==> src/rtl/digit_entry_ctrl_pkg.sv <==
// Shared constants and FSM encoding for the hex digit entry controller and its display logic.
package digit_entry_ctrl_pkg;

    localparam int DIGIT_W    = 4;
    localparam int MAX_DIGITS = 8;
    localparam int NUMB_W     = DIGIT_W * MAX_DIGITS;

    localparam int NUM_BTNS   = 3;
    localparam int BTN_ENTER  = 0;
    localparam int BTN_CLEAR  = 1;
    localparam int BTN_COMMIT = 2;

    typedef enum logic [1:0] {
        ENTRY_A = 2'd0,
        ENTRY_B = 2'd1,
        CAPTURE = 2'd2,
        READY   = 2'd3
    } state_t;

endpackage

==> src/rtl/digit_entry_ctrl_debounce.sv <==
// Button debouncer: 2-FF synchroniser, stable-count filter, single-cycle pulse on each accepted press.
module btn_debounce #(
    parameter int DEBOUNCE_CYCLES = 1_000_000
) (
    input  logic clk,
    input  logic reset,
    input  logic btn_in,
    output logic level,
    output logic rise_pulse
);

    localparam int CNT_W = $clog2(DEBOUNCE_CYCLES + 1);

    logic             sync1_reg;
    logic             sync2_reg;
    logic             level_reg;
    logic             pulse_reg;
    logic [CNT_W-1:0] cnt_reg;

    always_ff @(posedge clk) begin
        if (reset) begin
            sync1_reg <= 1'b0;
            sync2_reg <= 1'b0;
            level_reg <= 1'b0;
            pulse_reg <= 1'b0;
            cnt_reg   <= '0;
        end else begin
            sync1_reg <= btn_in;
            sync2_reg <= sync1_reg;
            pulse_reg <= 1'b0;
            // Any cycle where the input agrees with the level restarts the stability count.
            if (sync2_reg != level_reg) begin
                if (cnt_reg == CNT_W'(DEBOUNCE_CYCLES - 1)) begin
                    level_reg <= ~level_reg;
                    pulse_reg <= ~level_reg;
                    cnt_reg   <= '0;
                end else begin
                    cnt_reg <= cnt_reg + 1'b1;
                end
            end else begin
                cnt_reg <= '0;
            end
        end
    end

    assign level      = level_reg;
    assign rise_pulse = pulse_reg;

endmodule

==> src/rtl/digit_entry_ctrl.sv <==
// Sequences hex digit entry into the external shift register and captures operands A then B.
module digit_entry_ctrl #(
    parameter int DEBOUNCE_CYCLES = 1_000_000,
    parameter int MAX_DIGITS      = digit_entry_ctrl_pkg::MAX_DIGITS
) (
    input  logic        clk,
    input  logic        reset,
    input  logic        btn_enter,
    input  logic        btn_clear,
    input  logic        btn_commit,
    input  logic [31:0] NUMB,
    output logic        sr_enter,
    output logic        sr_reset,
    output logic [3:0]  digit_cnt,
    output logic        overflow,
    output logic [31:0] opnd_a,
    output logic [31:0] opnd_b,
    output logic        operands_valid,
    output logic [1:0]  state_o
);

    import digit_entry_ctrl_pkg::*;

    logic [NUM_BTNS-1:0] btns;
    logic [NUM_BTNS-1:0] pulses;
    logic [NUM_BTNS-1:0] levels;
    logic                levels_unused;

    assign btns = {btn_commit, btn_clear, btn_enter};

    generate
        for (genvar gi = 0; gi < NUM_BTNS; gi++) begin : g_db
            btn_debounce #(
                .DEBOUNCE_CYCLES(DEBOUNCE_CYCLES)
            ) u_db (
                .clk       (clk),
                .reset     (reset),
                .btn_in    (btns[gi]),
                .level     (levels[gi]),
                .rise_pulse(pulses[gi])
            );
        end
    endgenerate

    // Debounced levels are only of interest to display logic, not to this FSM.
    assign levels_unused = ^levels;

    state_t      state_reg, state_next;
    logic        cap_sel_reg, cap_sel_next;
    logic [3:0]  cnt_reg, cnt_next;
    logic        ovf_reg, ovf_next;
    logic [31:0] a_reg, a_next;
    logic [31:0] b_reg, b_next;
    logic        valid_reg, valid_next;
    logic        sr_enter_reg, sr_enter_next;
    logic        sr_reset_reg, sr_reset_next;

    always_ff @(posedge clk) begin
        if (reset) begin
            state_reg    <= ENTRY_A;
            cap_sel_reg  <= 1'b0;
            cnt_reg      <= '0;
            ovf_reg      <= 1'b0;
            a_reg        <= '0;
            b_reg        <= '0;
            valid_reg    <= 1'b0;
            sr_enter_reg <= 1'b0;
            sr_reset_reg <= 1'b0;
        end else begin
            state_reg    <= state_next;
            cap_sel_reg  <= cap_sel_next;
            cnt_reg      <= cnt_next;
            ovf_reg      <= ovf_next;
            a_reg        <= a_next;
            b_reg        <= b_next;
            valid_reg    <= valid_next;
            sr_enter_reg <= sr_enter_next;
            sr_reset_reg <= sr_reset_next;
        end
    end

    always_comb begin
        state_next    = state_reg;
        cap_sel_next  = cap_sel_reg;
        cnt_next      = cnt_reg;
        ovf_next      = ovf_reg;
        a_next        = a_reg;
        b_next        = b_reg;
        valid_next    = valid_reg;
        sr_enter_next = 1'b0;
        sr_reset_next = 1'b0;
        case (state_reg)
            ENTRY_A, ENTRY_B: begin
                if (pulses[BTN_CLEAR]) begin
                    sr_reset_next = 1'b1;
                    cnt_next      = '0;
                    ovf_next      = 1'b0;
                end else if (pulses[BTN_COMMIT]) begin
                    // A commit racing an in-flight enter strobe would capture a stale NUMB.
                    if (!sr_enter_reg) begin
                        state_next   = CAPTURE;
                        cap_sel_next = (state_reg == ENTRY_B);
                    end
                end else if (pulses[BTN_ENTER]) begin
                    if (cnt_reg < 4'(MAX_DIGITS)) begin
                        sr_enter_next = 1'b1;
                        cnt_next      = cnt_reg + 4'd1;
                    end else begin
                        ovf_next = 1'b1;
                    end
                end
            end
            CAPTURE: begin
                sr_reset_next = 1'b1;
                cnt_next      = '0;
                ovf_next      = 1'b0;
                if (cap_sel_reg) begin
                    b_next     = NUMB;
                    valid_next = 1'b1;
                    state_next = READY;
                end else begin
                    a_next     = NUMB;
                    state_next = ENTRY_B;
                end
            end
            READY: begin
                if (pulses[BTN_CLEAR]) begin
                    a_next        = '0;
                    b_next        = '0;
                    valid_next    = 1'b0;
                    sr_reset_next = 1'b1;
                    state_next    = ENTRY_A;
                end
            end
            default: state_next = ENTRY_A;
        endcase
    end

    assign sr_enter       = sr_enter_reg;
    assign sr_reset       = sr_reset_reg;
    assign digit_cnt      = cnt_reg;
    assign overflow       = ovf_reg;
    assign opnd_a         = a_reg;
    assign opnd_b         = b_reg;
    assign operands_valid = valid_reg;
    assign state_o        = state_reg;

endmodule

==> config.mk <==
export PLATFORM = sky130hd
export DESIGN_NAME = digit_entry_ctrl
export DESIGN_NICKNAME = d
export VERILOG_FILES = /design/src/rtl/digit_entry_ctrl_pkg.sv /design/src/rtl/digit_entry_ctrl_debounce.sv /design/src/rtl/digit_entry_ctrl.sv
export SDC_FILE = /design/constraint.sdc
export NUM_CORES = 1
export LEC_CHECK = 0
export CAP_MARGIN = 20
export CORE_AREA = 4 4 111 113
export DETAILED_ROUTE_END_ITERATION = 10
export DIE_AREA = 0 0 115 117
export GPL_TIMING_DRIVEN = 0
export PLACE_DENSITY = 0.75
export SYNTH_ARGS = -nofsm -noshare
export SYNTH_HDL_FRONTEND = slang
export SYNTH_SLANG_ARGS = --single-unit
==> constraint.sdc <==
create_clock -name clk -period 2.22 [get_ports clk]
set_input_delay 0.333 -clock clk [delete_from_list [all_inputs] [get_ports clk]]
set_output_delay 0.333 -clock clk [all_outputs]
set_load 0.02 [all_outputs]
# [After elaboration in Yosys (flattened, before gate mapping)]
# Cells that the tools add are included.
[word_totals] ff_bits=147 latchBits=0 ram_bits=0 mem_bits_ro=0 in_bits=37 out_inout_bits=74 word_cells=109 mem_count=0
[classes] add_sub_neg=4 n_mul=0 div_mod_pow=0 order_cmp=1 n_eq_ne=19 shifts=0 n_mux=27 bitwise=13 n_reduce_logical=21
[op_table] operator="32-bit case mux with 2 select lines" n=2
[op_table] operator="32-bit two-way mux" n=3
[op_table] operator="20-bit by 1-bit adder with 20-bit output (second input constant)" n=3
[op_table] operator="20-bit == test (second input constant)" n=3
[op_table] operator="3-bit OR reduction" n=7
[op_table] operator="4-bit two-way mux" n=4
[op_table] operator="4-bit AND reduction" n=4
[op_table] operator="1-bit NOT" n=13
[op_table] operator="2-bit two-way mux" n=5
[op_table] operator="1-bit two-way mux" n=8
[op_table] operator="2-bit != test (second input constant)" n=4
[op_table] operator="4-bit case mux with 2 select lines" n=1
[op_table] operator="3-bit by 2-bit != test with 1-bit output (second input constant)" n=2
[op_table] operator="1-bit case mux with 2 select lines" n=3
[op_table] operator="2-bit case mux with 3 select lines" n=1
[op_table] operator="2-bit AND reduction" n=3
[op_table] operator="3-bit AND reduction" n=2
[op_table] operator="5-bit OR reduction" n=1
[op_table] operator="4-bit by 1-bit adder with 4-bit output (second input constant)" n=1
[op_table] operator="2-bit == test (second input constant)" n=2
[op_table] operator="4-bit less-than comparator (second input constant)" n=1
[op_table] operator="2-bit by 1-bit != test with 1-bit output (second input constant)" n=2
[op_table] operator="2-bit nonzero test" n=2
[op_table] operator="1-bit != test" n=3
[op_table] operator="other kinds (5)" n=5

# [Longest topological paths before layout]
# Gate-level depths: netlist (run 1).
[depth] word_depth=6 depth_mapped=7 mapped_depth_nobuf=5

# [Hierarchy]
# A second synthesis (run 1) with hierarchy kept.
[hier_totals] cells_unflattened=575 hier_area_um2=5814.3
[modules_own_cells] mod="btn_debounce" n_inst=3 cells_each=119 area_each_um2=1078.5
[modules_own_cells] mod="digit_entry_ctrl" n_inst=1 cells_each=218 area_each_um2=2578.7

# [Worst setup path before layout (run 1)]
# Ideal clock, no wire load.
[synth_path] path_kind="flip-flop to flip-flop" from="register g_db[1].u_db.cnt_reg[0]" to="register g_db[1].u_db.cnt_reg[18]" t_arrival_ns=1.932 required_time_ns=2.154 setup_slack_ns=0.222 path_stages_with_launch=7 path_buffers=1 period_less_slack_ns=1.998 cell_sequence="dfxtp_1 -> ha_1 -> nand3_2 -> or4_1 -> buf_2 -> or4_4 -> a21oi_2"
[synth_via] elab_chain_len=2 elab_cells_between_ends=3 cone_classes="add/sub (1); eq/ne (1); reduce/logical (1)"
[synth_lines] element="start: declaration" line="digit_entry_ctrl_debounce.sv:18" text="logic [CNT_W-1:0] cnt_reg;"
[synth_lines] element="start signal: assignment" line="digit_entry_ctrl_debounce.sv:38" text="cnt_reg <= cnt_reg + 1'b1;"
[synth_lines] element="parallel branches: the longest is 2 deep, another holds 20-bit by 1-bit adder with 20-bit output"
# Several ways; the timed one is not identified.
# A chain may end at the register's enable or synchronous reset.

# [Worst setup path after layout (run 1)]
[layout_path] from="register g_db[1].u_db.cnt_reg[1]" to="register g_db[1].u_db.cnt_reg[18]"
# Same word-level chain as after synthesis.

==> run summary, run 1 <==
Status - completed
Worst R2R End - g_db[1].u_db.cnt_reg[18]$_SDFF_PP0_
Lkg Pwr - 2.449 nW
First-pass DRT Iterations - 5
Final hold vios - 0
Worst Reg-to-Reg Cells - 6
Worst-skew pair later-pin latency - 0.42 ns
Synth Area in Compound Gates - 0.1493
Rel. slew slack - 0.6302
Max-Cap Viols - 0
Post-CTS setup buffer count - 0
Synth Net Count - 667
Crit-path max cell delay - 0.53 ns
Full die area - 13460 um2
WHS Endpoint - g_db[0].u_db.sync2_reg$_SDFF_PP0_
H-tree depth - 4
Reg clk slew, reported paths - 0.06 ns
Required time of the critical path - 2.57 ns
Antenna Cells - 0
Startpoint types - register
Largest net degree at the start of global routing - 17
Vias in the first global route - 4893
Initial antenna violation count - 0
Tmin final - 2.084 ns
CTS Buf Count - 17
Die X - 115 um
Setup-failing EPs final - 0
Design Power - 5.647 mW
HP Start - g_db[0].u_db.sync1_reg$_SDFF_PP0_
Yosys top cell by area - dfxtp_1
Total Wirelength - 13970 um
Mux cell area share after synthesis - 0.001767
Synth Cell Area - 5664 um2
Post-DR vias/cell - 5.510
Top FF cell, synth - dfxtp_1
Synth cell count leaders - 147 x dfxtp_1, 124 x nor2_1, 64 x a22oi_1
Row cnt - 39
Num Clock Sinks - 147
Core area - 11320 um2
Synthesized area per cell - 9.048 um2
HP Class - reg2reg
Post-Synth Simple-Gate Area - 0.2260
Asr flop ratio synth - 0
GRT Total Usage - 0.2131
Distinct cells, synth - 42
Crit Path Category - reg2reg
Max Fclk - 479.8 MHz
Fin. max-slew vios - 0
Global route total overflow - 0
Worst slew pin tran - 0.5501 ns
Yosys reg bits - 147
Clk_skew - 0.004653 ns
# IOs - 111
Synth Area in XOR/XNOR - 0.05876
Remaining antenna violation count - 0
Peak VDD IR - 0.5040 mV
Setup TNS - 0 ns
Via count - 5014
Final Cycle Share - 0.9389
CTS root buf - clkbuf_16
Iter 0 DRT Violations - 346
Crit path cell chain - ha_2, nand3_2, or4_1, buf_2, or4_4, a21oi_2
CTS tree - yes
Area grow syn2layout - 33.31%
DRC viols - 0
Layout cell share with drive strength beyond 1 - 0.06780
Worst Hold Depth - 1
Starting density of the core - 0.5003
Unrepaired setup endpoints after global routing - no
Drt wl/cell - 15.36 um
First-pass GRT wire length - 23140 um
Cells after synthesis - 626
Power per cell area - 747.9 nW/um2
R2R Setup Slk - 0.14 ns
Worst Setup SP - g_db[1].u_db.cnt_reg[1]$_SDFF_PP0_
Most frequent cell after synthesis - dfxtp_1
Fin nets - 796
Share of the synthesized area in the top cell type - 0.5195
Die height - 117 um
Max reg flops - 60
Leading post-synthesis cells by cell area - dfxtp_1 52%, a22oi_1 8.5%, nor2_1 8.2%
CP endpoint kind - register
Post-synth EDFFs - 0
Slowest CP cell - or4_1
Max clock buf depth - 2
Port buffer count - 110
Detailed placement HPWL - 10060 um
Gp weighted congestion - 0.7822
Area share of fa/ha/maj cells after synthesis - 0.008836
FF-to-FF Start - g_db[1].u_db.cnt_reg[1]$_SDFF_PP0_
Largest family of logic cells by synthesized area - simple AND/OR/NAND/NOR gates
CP arrival - 2.43 ns
Sequential cell area fraction in the yosys report - 0.5195
YS warnings - 0
Crit path max fanout - 7
cell families after synthesis:
group	after synthesis
adders and majority gates	4
and+or+nand+nor	257
AOI/OAI and AO/OA	127
xor gates and xnor gates	38
DFF	147
muxes	1
buffers and inverters	52
worst max-delay path: cells and delay by family (launching register included):
| family | cells | cell delay, ns |
|---|---|---|
| flops | 1 | 0.35 |
| fa+ha+maj | 1 | 0.20 |
| buf+inv | 1 | 0.18 |
| compound gates | 1 | 0.14 |
| simple gates | 3 | 1.16 |
layer usage:
metal  global-route usage  vias to the layer above  routed length, um  share of wire
met5                    0                        -                  0              0
met4              0.06338                        0                170          0.012
met3              0.06221                       16                814          0.058
met2               0.3642                      139               7120           0.51
met1               0.2618                     2405               5869           0.42
li1                     -                     2454                  -              -
what timing repair did:
action	4_1_cts	5_1_grt
setup endpoints to repair	0	5
resized for setup	0	4
hold buffers	0	0
how the worst max path moves through the flow:
stage                                          end  slack [ns]  cells past startpoint
2_1_floorplan  g_db[1].u_db.cnt_reg[18]$_SDFF_PP0_        0.22                      6
3_3_place_gp   g_db[1].u_db.cnt_reg[18]$_SDFF_PP0_        0.13                      6
3_5_place_dp   g_db[1].u_db.cnt_reg[18]$_SDFF_PP0_        0.09                      6
4_1_cts        g_db[1].u_db.cnt_reg[18]$_SDFF_PP0_        0.07                      6
5_1_grt        g_db[1].u_db.cnt_reg[18]$_SDFF_PP0_       0.007                      6
6_report       g_db[1].u_db.cnt_reg[18]$_SDFF_PP0_        0.14                      6
through the flow:
stage / cell area, um2 / instances / utilization / setup WS, ns / hold WS [ns]
floorplan: 5664 / 626 / - / 0.2217 / 0.4132
global placement: 6944 / 879 / 0.6134 / 0.1343 / 0.4156
detailed placement: 6944 / 879 / 0.6134 / 0.08955 / 0.4272
CTS: 7537 / 910 / 0.6658 / 0.06937 / 0.4418
global route: 7551 / 910 / 0.6670 / 0.006709 / 0.4676
finish: 7551 / 910 / 0.6670 / 0.1357 / 0.4341
placed cells by master (no fill, tap or decap), types with 2 or more instances in the layout:
| master | count |
|---|---|
| dfxtp_1 | 146 |
| nor2_1 | 124 |
| clkdlybuf4s50_1 | 110 |
| a22oi_1 | 64 |
| clkbuf_1 | 34 |
| xnor2_1 | 28 |
| a21oi_1 | 28 |
| nand2_1 | 21 |
| o21ai_0 | 19 |
| nand3_1 | 18 |
| or3_1 | 18 |
| clkbuf_16 | 17 |
| inv_1 | 16 |
| nand4_1 | 11 |
| xor2_1 | 10 |
| or4_1 | 10 |
| nor3_1 | 8 |
| nor2b_1 | 8 |
| o31ai_1 | 7 |
| and3_1 | 6 |
| nor4b_1 | 4 |
| and2_1 | 4 |
| or4_4 | 4 |
| or2_2 | 4 |
| nor4_1 | 4 |
| clkinv_2 | 4 |
| o21ai_1 | 3 |
| nand3_2 | 3 |
| buf_2 | 3 |
| ha_1 | 3 |
| clkinvlp_4 | 3 |
| bufinv_16 | 3 |
| or3b_2 | 2 |
| nand2b_1 | 2 |
| clkbuf_8 | 2 |
final cells by class:
| class | instances | area (um2) |
|---|---|---|
| Multi-Input combinational cell | 427 | 2531 |
| Sequential cell | 147 | 2944 |
| Buffer | 36 | 142.6 |
| Clock inverter | 10 | 132.6 |
| Fill cell | 952 | 3770 |
| Timing Repair Buffer | 110 | 1101 |
| Clock buffer | 21 | 460.4 |
| Inverter | 16 | 60.06 |
| Tap cell | 143 | 178.9 |
power breakdown:
part	switching [mW]	internal (mW)	total [mW]
clock network	1.04	1.81	2.85
logic	0.0687	0.0741	0.143
registers	0.00480	2.65	2.65
Power figures use the tool's default switching activity.
==> run 2: changes to the inputs <==
MAX_ROUTING_LAYER = met4   (was unset)
==> run 2 against run 1 <==
Net effect:
- routed wire length is 0.22% higher
- global-route usage rose by 0.69 points
- final cell count unchanged
- largest cell class unchanged
- largest power group unchanged
==> run summary, run 2 (synthesis results as in run 1) <==
Max clock buf depth - 2 (unchanged)
Clk network pwr share - 0.505 (about the same)
Comb power frac - 0.025 (about the same)
Cell count after placement - 879 (unchanged)
Final Cycle Share - 0.9385 (about the same)
Fin nets - 796 (unchanged)
Row cnt - 39 (unchanged)
Drt wl/cell - 15.39 um (+0.22%)
Post-CTS setup buffer count - 0 (unchanged)
Pre-CTS setup slack - 0.08955 ns (unchanged)
Crit Path Category - reg2reg
GRT Total Usage - 0.2200 (+0.006912)
Die height - 117 um (unchanged)
Layout cell share with drive strength beyond 1 - 0.06780 (unchanged)
Total Wirelength - 14010 um (+0.22%)
Num Clock Sinks - 147 (unchanged)
H-tree depth - 4 (unchanged)
CP endpoint kind - register
Largest net degree at the start of global routing - 17 (unchanged)
Post-CTS Hold Buffers - 0 (unchanged)
Worst slew pin tran - 0.5498 ns (-0.0002403 ns)
Detailed placement HPWL - 10060 um (unchanged)
Startpoint types - register
Design Power - 5.645 mW (about the same)
Required time of the critical path - 2.55 ns (-0.02 ns)
Port buffer count - 110 (unchanged)
Die X - 115 um (unchanged)
Power per cell area - 747.6 nW/um2 (about the same)
Fin. max-slew vios - 0 (unchanged)
Lkg Pwr - 2.449 nW (unchanged)
First-pass GRT wire length - 23150 um (about the same)
Full die area - 13460 um2 (unchanged)
CTS root buf - clkbuf_16
Unrepaired setup endpoints after global routing - no
Final hold slack - 0.4344 ns (+0.0002760 ns)
Antenna Cells - 0 (unchanged)
Starting density of the core - 0.5003 (unchanged)
# IOs - 111 (unchanged)
Fill count - 952 (unchanged)
Max reg flops - 60 (unchanged)
Max Fclk - 480.0 MHz (about the same)
Setup TNS - 0 ns (unchanged)
Initial antenna violation count - 0 (unchanged)
Iter 0 DRT Violations - 372 (+7.5%)
Net Switching - 1.114 mW (-0.19%)
First-pass DRT Iterations - 5 (unchanged)
Rel. slew slack - 0.6303 (about the same)
Via count - 5001 (-0.26%)
Core area - 11320 um2 (unchanged)
Pint - 4.532 mW (about the same)
Power share of the sequential group - 0.470 (about the same)
Area grow syn2layout - 33.31% (unchanged)
Max-Cap Viols - 0 (unchanged)
Commonest non-fill, non-tap cell in the layout - dfxtp_1
Status - completed
DRC viols - 0 (unchanged)
Peak VDD IR - 0.5067 mV (+0.52%)
Sw Ratio - 0.1973 (-0.0003055)
Vias in the first global route - 4885 (-0.16%)
Setup-failing EPs final - 0 (unchanged)
Remaining antenna violation count - 0 (unchanged)
Final std cells w/o fill - 910 (unchanged)
Reg clk slew, reported paths - 0.06 ns (about the same)
Gp weighted congestion - 0.7930 (+1.4%)
Commonest non-fill, non-tap cells in the layout - 146 x dfxtp_1, 124 x nor2_1, 110 x clkdlybuf4s50_1, 64 x a22oi_1, 34 x clkbuf_1
Tmin final - 2.084 ns (-0.0007850 ns)
Clk_skew - 0.003638 ns (-0.001014 ns)
# resized after CTS - 0 (unchanged)
Final setup margin - 0.1365 ns (+0.0007850 ns)
Worst-skew pair later-pin latency - 0.41 ns (about the same)
CTS Buf Count - 17 (unchanged)
CTS tree - yes
Final hold vios - 0 (unchanged)
Post-DR vias/cell - 5.496 (-0.26%)
CP arrival - 2.42 ns (about the same)
Crit path max fanout - 5 (-2)
HP Class - reg2reg
Global route total overflow - 0 (unchanged)
-- run 2: routing by layer --
| metal | up-vias | routed length (um) | part of all wire | GRT usage |
|---|---|---|---|---|
| met5 | - | 0 | 0 | - |
| met4 | 0 | 216 | 0.015 | 0.07512 |
| met3 | 19 | 796 | 0.057 | 0.05604 |
| met2 | 136 | 7129 | 0.51 | 0.3627 |
| met1 | 2395 | 5862 | 0.42 | 0.2634 |
| li1 | 2451 | - | - | - |
-- run 2: power groups by stage --
stage | Combinational, mW | Sequential (mW) | Clock (mW)
floorplan | 0.0424 | 2.71 | 0
global placement | 0.140 | 2.71 | 0
detailed placement | 0.142 | 2.71 | 0
CTS | 0.143 | 2.65 | 2.89
global route | 0.154 | 2.65 | 3.02
finish | 0.143 | 2.65 | 2.85
-- run 2: final timing paths --
kind | startpoint | end | slack (ns) | depth (start not counted)
worst max-delay path | g_db[2].u_db.cnt_reg[0]$_SDFF_PP0_ | g_db[2].u_db.cnt_reg[18]$_SDFF_PP0_ | 0.14 | 5
worst min-delay path | g_db[0].u_db.sync1_reg$_SDFF_PP0_ | g_db[0].u_db.sync2_reg$_SDFF_PP0_ | 0.43 | 1
worst max register to register | g_db[2].u_db.cnt_reg[0]$_SDFF_PP0_ | g_db[2].u_db.cnt_reg[18]$_SDFF_PP0_ | 0.14 | 5
worst min register to register | g_db[0].u_db.sync1_reg$_SDFF_PP0_ | g_db[0].u_db.sync2_reg$_SDFF_PP0_ | 0.43 | 1
-- run 2: cell type report --
| class | count | area [um2] | area share |
|---|---|---|---|
| clock inverter | 10 | 132.6 | 0.01756 |
| clock buffer | 21 | 460.4 | 0.06098 |
| buffer | 36 | 142.6 | 0.01889 |
| tap | 143 | 178.9 | 0.02370 |
| multi-input combinational | 427 | 2531 | 0.3352 |
| timing repair buffer | 110 | 1101 | 0.1458 |
| sequential | 147 | 2944 | 0.3899 |
| inverter | 16 | 60.06 | 0.007954 |
-- run 2: stage by stage --
step | utilization | instance area (um2)
finish | 0.6670 | 7551
global route | 0.6670 | 7551
CTS | 0.6658 | 7537
detailed placement | 0.6134 | 6944
global placement | 0.6134 | 6944
floorplan | - | 5664
-- run 2: critical path: stages (launching register included) --
cell and delay (ns):
dfxtp_1 0.37, ha_1 0.24, nand3_2 0.14, or4_4 0.60, or4_1 0.48, a21oi_1 0.18
